`config.mk`:
```
export PLATFORM = sky130hd
export DESIGN_NAME = signal_measure
export DESIGN_NICKNAME = d
export VERILOG_FILES = /design/src/rtl/osc_pkg.sv /design/src/rtl/hyst_edge_det.sv /design/src/rtl/signal_measure.sv
export SDC_FILE = /design/constraint.sdc
export NUM_CORES = 1
export LEC_CHECK = 0
export CAP_MARGIN = 15
export CORE_ASPECT_RATIO = 1.1
export CORE_UTILIZATION = 30
export CTS_CLUSTER_DIAMETER = 30
export DETAILED_ROUTE_END_ITERATION = 6
export HOLD_SLACK_MARGIN = 0.03
export PLACE_DENSITY = 0.54
export SLEW_MARGIN = 10
export SYNTH_ARGS = -nofsm -noshare
export SYNTH_HDL_FRONTEND = slang
export SYNTH_HIERARCHICAL = 1
export SYNTH_SLANG_ARGS = --single-unit
```
`constraint.sdc`:
```
create_clock -name clk -period 6.7 [get_ports clk]
set_input_delay 0.67 -clock clk [delete_from_list [all_inputs] [get_ports clk]]
set_output_delay 0.67 -clock clk [all_outputs]
set_load 0.1 [all_outputs]
```
`src/rtl/osc_pkg.sv`:
```
// Shared definitions for the oscilloscope signal path: ADC width,
// Schmitt detector state encoding and threshold-level helpers.
package osc_pkg;

  localparam int ADC_W = 12;
  localparam int unsigned ADC_MAX = (1 << ADC_W) - 1;
  localparam logic [ADC_W-1:0] THR_RESET = ADC_W'(2048);

  typedef enum logic [1:0] {
    UNKNOWN = 2'd0,
    LOW     = 2'd1,
    HIGH    = 2'd2
  } schmitt_state_t;

  // Upper Schmitt level, clamped at full scale instead of wrapping.
  function automatic logic [ADC_W-1:0] level_upper(input logic [ADC_W-1:0] thr,
                                                   input int unsigned hyst);
    int unsigned sum;
    sum = 32'(thr) + hyst;
    return (sum > ADC_MAX) ? ADC_W'(ADC_MAX) : ADC_W'(sum);
  endfunction

  // Lower Schmitt level, clamped at zero instead of wrapping.
  function automatic logic [ADC_W-1:0] level_lower(input logic [ADC_W-1:0] thr,
                                                   input int unsigned hyst);
    return (32'(thr) > hyst) ? ADC_W'(32'(thr) - hyst) : '0;
  endfunction

  // Midpoint of a min/max pair using a sum one bit wider than the ADC code.
  function automatic logic [ADC_W-1:0] midpoint(input logic [ADC_W-1:0] lo,
                                                input logic [ADC_W-1:0] hi);
    logic [ADC_W:0] sum;
    sum = {1'b0, lo} + {1'b0, hi};
    return sum[ADC_W:1];
  endfunction

endpackage

```
`src/rtl/hyst_edge_det.sv`:
```
// Schmitt-trigger rising-crossing detector around a supplied threshold.
// edge_pulse is combinational so the crossing counts on the sample's own cycle.
module hyst_edge_det
  import osc_pkg::*;
#(
  parameter int unsigned HYST = 16
) (
  input  logic             clk,
  input  logic             rst,
  input  logic [ADC_W-1:0] sample,
  input  logic             sample_valid,
  input  logic [ADC_W-1:0] thr,
  output logic             edge_pulse
);

  schmitt_state_t   state_reg;
  schmitt_state_t   state_next;
  logic [ADC_W-1:0] upper;
  logic [ADC_W-1:0] lower;

  assign upper = level_upper(thr, HYST);
  assign lower = level_lower(thr, HYST);

  always_ff @(posedge clk) begin
    if (!rst) begin
      state_reg <= UNKNOWN;
    end else begin
      state_reg <= state_next;
    end
  end

  always_comb begin
    state_next = state_reg;
    edge_pulse = 1'b0;
    if (sample_valid) begin
      case (state_reg)
        // First observation only establishes the level; it is never an edge.
        UNKNOWN: state_next = (sample >= upper) ? HIGH : LOW;
        LOW: begin
          if (sample >= upper) begin
            state_next = HIGH;
            edge_pulse = 1'b1;
          end
        end
        HIGH: begin
          if (sample <= lower) begin
            state_next = LOW;
          end
        end
        default: state_next = UNKNOWN;
      endcase
    end
  end

endmodule

```
`src/rtl/signal_measure.sv`:
```
// Gated measurement of peak-to-peak amplitude and rising-crossing count
// of an ADC stream; results are published once per gate window.
module signal_measure
  import osc_pkg::*;
#(
  parameter int unsigned GATE_CYCLES = 65_000_000,
  parameter int unsigned HYST        = 16,
  parameter int unsigned FRQ_W       = 20
) (
  input  logic             clk,
  input  logic             rst,
  input  logic [ADC_W-1:0] sample,
  input  logic             sample_valid,
  output logic [ADC_W-1:0] p2p,
  output logic [FRQ_W-1:0] frq,
  output logic             frq_ovf,
  output logic             meas_valid
);

  localparam int unsigned GATE_W = (GATE_CYCLES > 1) ? $clog2(GATE_CYCLES) : 1;
  localparam logic [GATE_W-1:0] GATE_LAST = GATE_W'(GATE_CYCLES - 1);
  localparam logic [FRQ_W-1:0]  FRQ_MAX   = '1;

  logic [GATE_W-1:0] gate_reg, gate_next;
  logic              win_done_reg, win_done_next;
  logic              has_sample_reg, has_sample_next;
  logic [ADC_W-1:0]  min_reg, min_next;
  logic [ADC_W-1:0]  max_reg, max_next;
  logic [ADC_W-1:0]  thr_reg, thr_next;
  logic [FRQ_W-1:0]  cnt_reg, cnt_next;
  logic              ovf_reg, ovf_next;
  logic [ADC_W-1:0]  p2p_reg, p2p_next;
  logic [FRQ_W-1:0]  frq_reg, frq_next;
  logic              frq_ovf_reg, frq_ovf_next;
  logic              meas_valid_reg, meas_valid_next;
  logic [ADC_W-1:0]  thr_active;
  logic              rise;

  // win_done_reg marks the first cycle of a new window: results latch,
  // statistics restart and the new threshold is already in force.
  assign thr_active = (win_done_reg && has_sample_reg) ? midpoint(min_reg, max_reg) : thr_reg;

  hyst_edge_det #(
    .HYST(HYST)
  ) u_edge_det (
    .clk         (clk),
    .rst         (rst),
    .sample      (sample),
    .sample_valid(sample_valid),
    .thr         (thr_active),
    .edge_pulse  (rise)
  );

  always_comb begin
    gate_next     = (gate_reg == GATE_LAST) ? '0 : gate_reg + 1'b1;
    win_done_next = (gate_reg == GATE_LAST);
    thr_next      = thr_active;
  end

  always_comb begin
    has_sample_next = has_sample_reg;
    min_next        = min_reg;
    max_next        = max_reg;
    if (win_done_reg) begin
      has_sample_next = 1'b0;
    end
    if (sample_valid) begin
      if (!has_sample_next) begin
        min_next = sample;
        max_next = sample;
      end else begin
        if (sample < min_reg) min_next = sample;
        if (sample > max_reg) max_next = sample;
      end
      has_sample_next = 1'b1;
    end
  end

  always_comb begin
    cnt_next = cnt_reg;
    ovf_next = ovf_reg;
    if (win_done_reg) begin
      cnt_next = '0;
      ovf_next = 1'b0;
    end
    if (rise) begin
      if (cnt_next == FRQ_MAX) begin
        ovf_next = 1'b1;
      end else begin
        cnt_next = cnt_next + 1'b1;
      end
    end
  end

  always_comb begin
    p2p_next        = p2p_reg;
    frq_next        = frq_reg;
    frq_ovf_next    = frq_ovf_reg;
    meas_valid_next = win_done_reg;
    if (win_done_reg) begin
      p2p_next     = has_sample_reg ? (max_reg - min_reg) : '0;
      frq_next     = cnt_reg;
      frq_ovf_next = ovf_reg;
    end
  end

  always_ff @(posedge clk) begin
    if (!rst) begin
      gate_reg       <= '0;
      win_done_reg   <= 1'b0;
      has_sample_reg <= 1'b0;
      min_reg        <= '0;
      max_reg        <= '0;
      thr_reg        <= THR_RESET;
      cnt_reg        <= '0;
      ovf_reg        <= 1'b0;
      p2p_reg        <= '0;
      frq_reg        <= '0;
      frq_ovf_reg    <= 1'b0;
      meas_valid_reg <= 1'b0;
    end else begin
      gate_reg       <= gate_next;
      win_done_reg   <= win_done_next;
      has_sample_reg <= has_sample_next;
      min_reg        <= min_next;
      max_reg        <= max_next;
      thr_reg        <= thr_next;
      cnt_reg        <= cnt_next;
      ovf_reg        <= ovf_next;
      p2p_reg        <= p2p_next;
      frq_reg        <= frq_next;
      frq_ovf_reg    <= frq_ovf_next;
      meas_valid_reg <= meas_valid_next;
    end
  end

  assign p2p        = p2p_reg;
  assign frq        = frq_reg;
  assign frq_ovf    = frq_ovf_reg;
  assign meas_valid = meas_valid_reg;

endmodule

```
==> impl_metrics.csv, run 1 <==
group,metric,value,unit
placement,gp_congestion,0.866,
sta,slew_headroom,32.7,%
yosys,synth.avg_cell_area,8.57,sq um
yosys,ys.flop_type,"dfxtp_1",
yosys,synth_top_area_share,31.3,%
worst_setup_path,startpoint_type,"flop",
yosys,syn_inst,904,
sta,worst_slew_pin_slew,1010,ps
worst_setup_path,crit_path_max_fanout,7,
worst_setup_path,worstSetupPathType,"reg2reg",
worst_hold_path,min_path_cells,2,
global_route,grt_pass1_vias,6055,
yosys,synth_edf_count,0,
sta,finalSetupViolations,0,
yosys,ys_types,81,
floorplan,rows,61,
cts,cts_sinks,121,
worst_setup_path,critPathCaptureType,"flop",
final_layout,n_antenna_cell,0,
cts,cts_tree,"done",
route,route.detailed.wl_per_inst,14.5,microns
cts,cts-root-buf,"clkbuf_16",
sta,finalSetupTns,0,ps
final_layout,area_delta_synth_final,17.4,%
sta,period_minus_slack,5960,ps
yosys,synth_common_cells,"nor2_1, dfxtp_1, nand2_1",
route,detail-route-antenna-nets,0,
final_layout,nFillCells,2654,
global_route,grt_pass1_wl,30900,microns
yosys,yosys_register_bits,121,
cts,ctsHoldBuffers,0,
final_layout,multi_input_area,4920,sq um
cts,cts_max_level,4,
worst_setup_path,cp.arrival,6260,ps
route,avgViaCountPerCell,4.83,
route,dr.first_iter.drc_count,314,
yosys,synth_most_common_cell,"nor2_1",
cts,clkSlewWorstSetupHoldPaths,60,ps
worst_setup_path,reg2regPathDepth,27,
floorplan,io_pins,49,
pwr,leakagePower,3.62,nW
final_layout,layout.nets,1034,
cts,post-cts-setup-buffers,0,
placement,dp_hpwl,14200,microns
cts,cts_buffers,17,
route,num_vias,6273,
yosys,yosys_warnings,6,
yosys,yosysSeqAreaShare,31.3,%
global_route,track_usage,14.8,%
yosys,syn_area,7750,sq um
floorplan,fp.coreArea,25300,sq um
route,dr.pass1.iters,4,
route,drc,0,
cts,clock_latency,420,ps
worst_setup_path,critical_path.top_delay_family,"simple AND/OR/NAND/NOR gates",
sta,rsz0062_at_grt,"false",
worst_setup_path,critPathMaxStageDelay,500,ps
final_layout,drive_above_1_share,7.34,%
floorplan,die_h,171,microns
yosys,ys_async_sr_fraction,0,%
yosys,ys_top_cells_by_area,"dfxtp_1, ha_1, mux2i_1",
route,routed_wl,18800,microns
sta,whs,452,ps
final_layout,largest_reg_flops,26,
job,cap_violations,0,
worst_setup_path,crit_buf_inv,4,
placement,port_buffers,48,
floorplan,die_w,155,microns
sta,hold_violations,0,
final_layout,register_area,2420,sq um
sta,period_share,89.0,%
worst_setup_path,crit_top_cell,"inv_1",
yosys,synth_top_cell_by_area,"dfxtp_1",
sta,skew,9.39,ps
global_route,grt_overflow_total,0,
sta,finalMaxSlewViolations,0,
worst_hold_path,hold_class,"reg2reg",
global_route,grt_max_degree,62,
worst_setup_path,cp_slowest_cell,"a21oi_1",
cts,post_cts_resized,0,
cts,clockBufferDepth,2,
worst_setup_path,worstPathRequired,7000,ps
pwr,power_density,211,nW/um^2
pwr,ir_drop,0.182,mV
worst_setup_path,crit_cells,27,
status,status,"finished, final reports clean",
yosys,synth_nets,997,
floorplan,start_util,30.6,%
floorplan,die_area,26500,sq um
sta,max_freq,168,MHz
global_route,antenna_found_initial,0,
==> cells in the final DEF, fill, tap and decap left out, drive strengths merged, types with 8 or more instances in the layout <==
| master | instances |
|---|---|
| nand4 | 20 |
| xor2 | 24 |
| xnor2 | 38 |
| a21oi | 39 |
| nor4 | 8 |
| a21o | 8 |
| nor2b | 15 |
| o21ai | 27 |
| and3 | 13 |
| mux2i | 50 |
| nor2 | 125 |
| nor3 | 16 |
| nand3 | 30 |
| clkdlybuf4s50 | 48 |
| dfxtp | 121 |
| nand2 | 88 |
| nand2b | 15 |
| a211oi | 11 |
| inv | 53 |
| ha | 76 |
| buf | 9 |
| clkbuf | 18 |
| and2 | 11 |
==> routing by layer <==
layer	global-route usage, %	wire [microns]
met5	0	0
met4	6.27	418
met3	2.58	623
met2	24.9	8860
met1	18.7	8920
==> cell type report <==
| class | count | area share [%] |
|---|---|---|
| Inverter | 47 | 1.94 |
| Timing Repair Buffer | 57 | 6.02 |
| Sequential cell | 121 | 26.6 |
| Multi-Input combinational cell | 697 | 54.0 |
| Tap cell | 346 | 4.76 |
| Clock inverter | 14 | 1.77 |
| Clock buffer | 18 | 4.83 |
==> cells by family (layout without fill, tap and decap cells) <==
group | Yosys count | after routing | share of synthesized area [%]
buf+inv | 86 | 136 | 5.28
compound gates | 141 | 141 | 13.1
simple gates | 365 | 365 | 24.0
xor+xnor | 62 | 62 | 7.01
mux | 51 | 51 | 6.61
fa+ha+maj | 78 | 78 | 12.8
flops | 121 | 121 | 31.3
==> per-stage QoR <==
stage / cell area (sq um) / std cells / util [%] / power (mW) / setup slack, ps
floorplan: 7750 / 904 / - / 0.945 / 1760
global placement: 8500 / 1268 / 33.5 / 1.01 / 987
detailed placement: 8500 / 1268 / 33.5 / 1.01 / 776
CTS: 9100 / 1300 / 35.9 / 1.94 / 727
global route: 9100 / 1300 / 35.9 / 2.01 / 18.0
finish: 9100 / 1300 / 35.9 / 1.92 / 735
==> worst register-to-register path, stage by stage, from the launching register on <==
cell      delay [ps]
dfxtp_1          350
inv_1             70
ha_1             390
inv_1            180
o311ai_2         140
and2b_1          190
o21bai_1         150
xnor2_1          110
a21oi_1          500
inv_1            270
ha_1             400
and4_1           200
nand4_1          100
nor4_1           210
o211a_1          290
nor2b_1           80
ha_1             290
nand4_1          100
nor2_1           120
a21oi_1          100
o21a_1           200
nor3_1           350
inv_1            210
nor3_1           280
and3_1           260
nand4_1          130
xor2_1           140
nor2_1            50
==> power breakdown <==
part,leakage (nW),internal (mW),switching [mW],total (mW)
clock,0.296,0.567,0.356,0.923
sequential,0.981,0.734,0.0153,0.749
combinational,2.34,0.0980,0.151,0.249
==> final timing paths <==
check	start	end	slack [ps]
hold / removal	p2p[10]	p2p[10]	450
setup / recovery	min_reg[3]	cnt_reg[18]	740
hold reg to reg	p2p[10]	p2p[10]	450
setup reg to reg	min_reg[3]	cnt_reg[18]	740
No activity file was read; power rests on OpenSTA's default activity.
==> run 2, diff against run 1 <==
--- a/config.mk
+++ b/config.mk
@@ -12,6 +12,7 @@
 export DETAILED_ROUTE_END_ITERATION = 6
 export HOLD_SLACK_MARGIN = 0.03
 export PLACE_DENSITY = 0.54
+export RECOVER_POWER = 25
 export SLEW_MARGIN = 10
 export SYNTH_ARGS = -nofsm -noshare
 export SYNTH_HDL_FRONTEND = slang
==> impl_metrics.csv, run 2 (same netlist as run 1, synthesis figures left out) <==
group,metric,value,unit
cts,cts_max_level,4,
worst_setup_path,crit_path_max_fanout,7,
route,avgViaCountPerCell,4.81,
global_route,grt_max_degree,62,
cts,ctsHoldBuffers,0,
sta,finalSetupTns,0,ps
sta,period_minus_slack,6000,ps
sta,finalSetupViolations,0,
cts,cts_buffers,17,
cts,cts-root-buf,"clkbuf_16",
sta,worst_slew_pin_slew,2950,ps
route,drc,0,
worst_setup_path,worstSetupPathType,"reg2reg",
final_layout,layout.nets,1034,
final_layout,fin_cells,1300,
global_route,track_usage,14.8,%
final_layout,nFillCells,2653,
cts,cts_tree,"done",
placement,gp_congestion,0.866,
floorplan,rows,61,
worst_hold_path,hold_class,"reg2reg",
final_layout,design_area,9090,sq um
floorplan,io_pins,49,
cts,clockBufferDepth,2,
final_layout,n_antenna_cell,0,
floorplan,die_h,171,microns
route,routed_wl,18800,microns
sta,max_freq,167,MHz
cts,post-cts-setup-buffers,0,
pwr,ir_drop,0.182,mV
sta,skew,9.77,ps
final_layout,layout_common_cells,"nor2_1, dfxtp_1, nand2_1",
floorplan,fp.coreArea,25300,sq um
sta,hold_violations,0,
global_route,grt_pass1_vias,6055,
floorplan,die_area,26500,sq um
cts,clock_latency,420,ps
placement,dpl.cell_count,1268,
placement,dp_hpwl,14200,microns
worst_setup_path,critPathCaptureType,"flop",
worst_setup_path,cp.arrival,6190,ps
route,dr.pass1.iters,5,
floorplan,die_w,155,microns
worst_setup_path,startpoint_type,"flop",
placement,dpl-instance-area,8500,sq um
sta,rsz0062_at_grt,"false",
pwr,power_density,211,nW/um^2
global_route,grt_overflow_total,0,
global_route,grt_pass1_wl,30900,microns
route,detail-route-antenna-nets,0,
job,cap_violations,2,
cts,clkSlewWorstSetupHoldPaths,60,ps
route,num_vias,6258,
route,route.detailed.wl_per_inst,14.5,microns
placement,port_buffers,48,
final_layout,area_delta_synth_final,17.3,%
sta,period_share,89.5,%
sta,slew_headroom,-96.9,%
cts,post_cts_resized,0,
final_layout,layout_commonest_cell,"nor2_1",
cts,cts_sinks,121,
final_layout,drive_above_1_share,7.02,%
route,dr.first_iter.drc_count,343,
global_route,antenna_found_initial,0,
floorplan,start_util,30.6,%
sta,finalMaxSlewViolations,104,
worst_setup_path,worstPathRequired,6890,ps
final_layout,utilization,35.9,%
pwr,leakagePower,3.61,nW
status,status,"finished, violations left",
final_layout,largest_reg_flops,26,
status,violations,"capacitance limit, slew limit",
[run 2: power by group]
part	total, mW	leakage, nW	switching, mW	internal, mW
combinational	0.249	2.33	0.151	0.0977
sequential	0.749	0.981	0.0153	0.734
clock	0.923	0.296	0.356	0.567
[run 2: path summary, 6_finish.rpt]
kind                                 start     endpoint  slack [ps]  cells after the start
worst min register to register     p2p[10]      p2p[10]         450                      2
worst max-delay path            min_reg[3]  cnt_reg[11]         700                     26
worst max register to register  min_reg[3]  cnt_reg[11]         700                     26
worst min-delay path               p2p[10]      p2p[10]         450                      2
[run 2: area by class of cell]
| class | count | area, sq um | share of cell area [%] |
|---|---|---|---|
| clock inverter | 14 | 161 | 1.78 |
| clock buffer | 18 | 439 | 4.83 |
| timing repair buffer | 57 | 541 | 5.95 |
| tap | 346 | 433 | 4.76 |
| inverter | 47 | 176 | 1.94 |
| multi-input combinational | 697 | 4920 | 54.1 |
| sequential | 121 | 2420 | 26.7 |
[run 2: layer usage]
metal	vias up	share of wire, %	wire [microns]	GRT usage, %
li1	3231	-	-	-
met1	2903	48	8970	18.7
met2	93	47	8830	24.9
met3	31	3.0	567	2.58
met4	0	2.3	434	6.27
met5	-	0	0	0
[run 2: critical path, cell delays in order (launching register included)]
cell,delay (ps)
dfxtp_1,350
inv_1,70
ha_1,390
inv_1,170
o311ai_2,130
and2b_1,190
o21bai_1,150
xnor2_1,110
a21oi_1,510
inv_1,270
ha_1,400
and4_1,210
nand4_1,80
nor4_1,60
o211a_1,290
or2_1,240
ha_1,280
nor2b_1,40
o21ai_0,170
a21oi_1,110
o21a_1,200
nor3_1,350
inv_1,220
a2111oi_4,420
nand3_1,160
xnor2_1,150
nor2_1,50
[run 2: metrics by stage]
stage	setup WS, ps	power (mW)	hold WS (ps)
floorplan	1760	0.945	437
global placement	987	1.01	442
detailed placement	776	1.01	447
CTS	727	1.94	460
global route	10.9	2.01	478
finish	702	1.92	452
==> run 3, diff against run 2 <==
--- a/config.mk
+++ b/config.mk
@@ -11,7 +11,7 @@
 export CTS_CLUSTER_DIAMETER = 30
 export DETAILED_ROUTE_END_ITERATION = 6
 export HOLD_SLACK_MARGIN = 0.03
-export PLACE_DENSITY = 0.54
+export PLACE_DENSITY = 0.47
 export RECOVER_POWER = 25
 export SLEW_MARGIN = 10
 export SYNTH_ARGS = -nofsm -noshare
==> impl_metrics.csv, run 3 (same netlist as run 1, synthesis figures left out) <==
group,metric,value,unit
status,status,"finished, violations left",
status,violations,"capacitance limit, slew limit",
global_route,antenna_found_initial,0,
global_route,grt_pass1_vias,5990,
pwr,ir_drop,0.132,mV
worst_setup_path,critPathMaxStageDelay,490,ps
placement,dp_hpwl,14700,microns
sta,skew,11.8,ps
final_layout,area_delta_synth_final,17.3,%
pwr,p_int,1.39,mW
cts,clockBufferDepth,2,
final_layout,n_antenna_cell,0,
floorplan,die_w,155,microns
cts,cts-root-buf,"clkbuf_16",
floorplan,rows,61,
route,route.detailed.wl_per_inst,15.1,microns
cts,ctsHoldBuffers,0,
worst_setup_path,critPathCaptureType,"flop",
worst_setup_path,crit_path_max_fanout,7,
final_layout,design_area,9080,sq um
route,num_vias,6219,
worst_setup_path,cp.arrival,6300,ps
sta,period_share,89.6,%
worst_hold_path,hold_class,"reg2reg",
route,avgViaCountPerCell,4.78,
cts,cts_buffers,17,
sta,period_minus_slack,6000,ps
global_route,grt_pass1_wl,32000,microns
route,dr.first_iter.drc_count,273,
sta,whs,448,ps
final_layout,layout_common_cells,"nor2_1, dfxtp_1, nand2_1",
pwr,power,1.93,mW
final_layout,layout_commonest_cell,"nor2_1",
global_route,grt_overflow_total,0,
worst_setup_path,cp_slowest_cell,"a21oi_1",
worst_setup_path,critical_path.top_delay_family,"simple AND/OR/NAND/NOR gates",
final_layout,register_area,2420,sq um
pwr,p_comb_share,13.0,%
sta,worst_slew_pin_slew,3010,ps
pwr,pwr-share-clk,48.1,%
placement,dpl-instance-area,8500,sq um
global_route,track_usage,15.5,%
placement,dp_slack,786,ps
cts,cts_sinks,121,
floorplan,io_pins,49,
sta,max_freq,167,MHz
cts,cts_max_level,4,
placement,gp_congestion,0.833,
worst_setup_path,startpoint_type,"flop",
sta,rsz0062_at_grt,"false",
floorplan,start_util,30.6,%
pwr,seq_power_share,38.9,%
pwr,leakagePower,3.59,nW
pwr,p_sw,540,uW
job,cap_violations,3,
sta,slew_headroom,-100,%
floorplan,fp.coreArea,25300,sq um
global_route,grt_max_degree,63,
cts,clock_latency,420,ps
route,detail-route-antenna-nets,0,
placement,port_buffers,48,
worst_setup_path,worstSetupPathType,"reg2reg",
final_layout,largest_reg_flops,26,
route,drc,0,
route,dr.pass1.iters,4,
sta,hold_violations,0,
sta,finalMaxSlewViolations,149,
cts,post-cts-setup-buffers,0,
sta,worst_slack,700,ps
cts,cts_tree,"done",
sta,finalSetupTns,0,ps
floorplan,die_h,171,microns
floorplan,die_area,26500,sq um
pwr,swShare,28.0,%
final_layout,nFillCells,2650,
cts,clkSlewWorstSetupHoldPaths,60,ps
sta,finalSetupViolations,0,
final_layout,layout.nets,1035,
worst_setup_path,r2r_setup_slack,700,ps
worst_setup_path,crit_buf_inv,3,
route,routed_wl,19600,microns
final_layout,drive_above_1_share,7.02,%
final_layout,multi_input_area,4920,sq um
pwr,power_density,212,nW/um^2
worst_setup_path,worstPathRequired,7000,ps
run 3: cell type report:
class | instances | share of cell area (%)
Clock buffer | 18 | 4.72
Multi-Input combinational cell | 697 | 54.2
Sequential cell | 121 | 26.7
Tap cell | 346 | 4.77
Clock inverter | 14 | 1.82
Timing Repair Buffer | 58 | 5.94
Inverter | 47 | 1.94
run 3: final timing paths:
check / depth (start not counted) / end / start
hold / removal: 2 / p2p[10] / p2p[10]
setup reg to reg: 28 / cnt_reg[18] / max_reg[0]
setup / recovery: 28 / cnt_reg[18] / max_reg[0]
hold reg to reg: 2 / p2p[10] / p2p[10]
run 3: worst register-to-register path: cells and delay by family, from the launching register on:
kind | cells | cell delay [ps]
AO/OA/AOI/OAI | 9 | 1740
AND/OR/NAND/NOR | 10 | 1780
XOR/XNOR | 2 | 310
buffers and inverters | 3 | 440
adder cells (fa/ha/maj) | 4 | 1250
flip-flops | 1 | 380
run 3: timing repair:
item,4_1_cts,5_1_grt
hold endpoints to repair,0,0
setup endpoints to repair,0,1
gates resized for setup,0,1
run 3: routing by layer:
metal / vias to the layer above / wire, microns / track usage (%)
li1: 3239 / - / -
met4: 0 / 302 / 5.71
met3: 14 / 458 / 2.30
met5: - / 0 / 0
met1: 2886 / 9660 / 20.2
met2: 80 / 9230 / 26.0
run 3: power by group through the flow:
stage	Combinational [mW]	Clock, mW	Sequential, mW
floorplan	0.186	0	0.760
global placement	0.252	0	0.765
detailed placement	0.252	0	0.765
CTS	0.253	0.953	0.749
global route	0.281	0.984	0.751
finish	0.251	0.928	0.749
run 3: metrics by stage:
| step | util (%) | cells |
|---|---|---|
| after floorplan | - | 904 |
| after global placement | 33.5 | 1269 |
| after detailed placement | 33.5 | 1269 |
| after CTS | 35.9 | 1301 |
| after global routing | 35.9 | 1301 |
| final | 35.9 | 1301 |
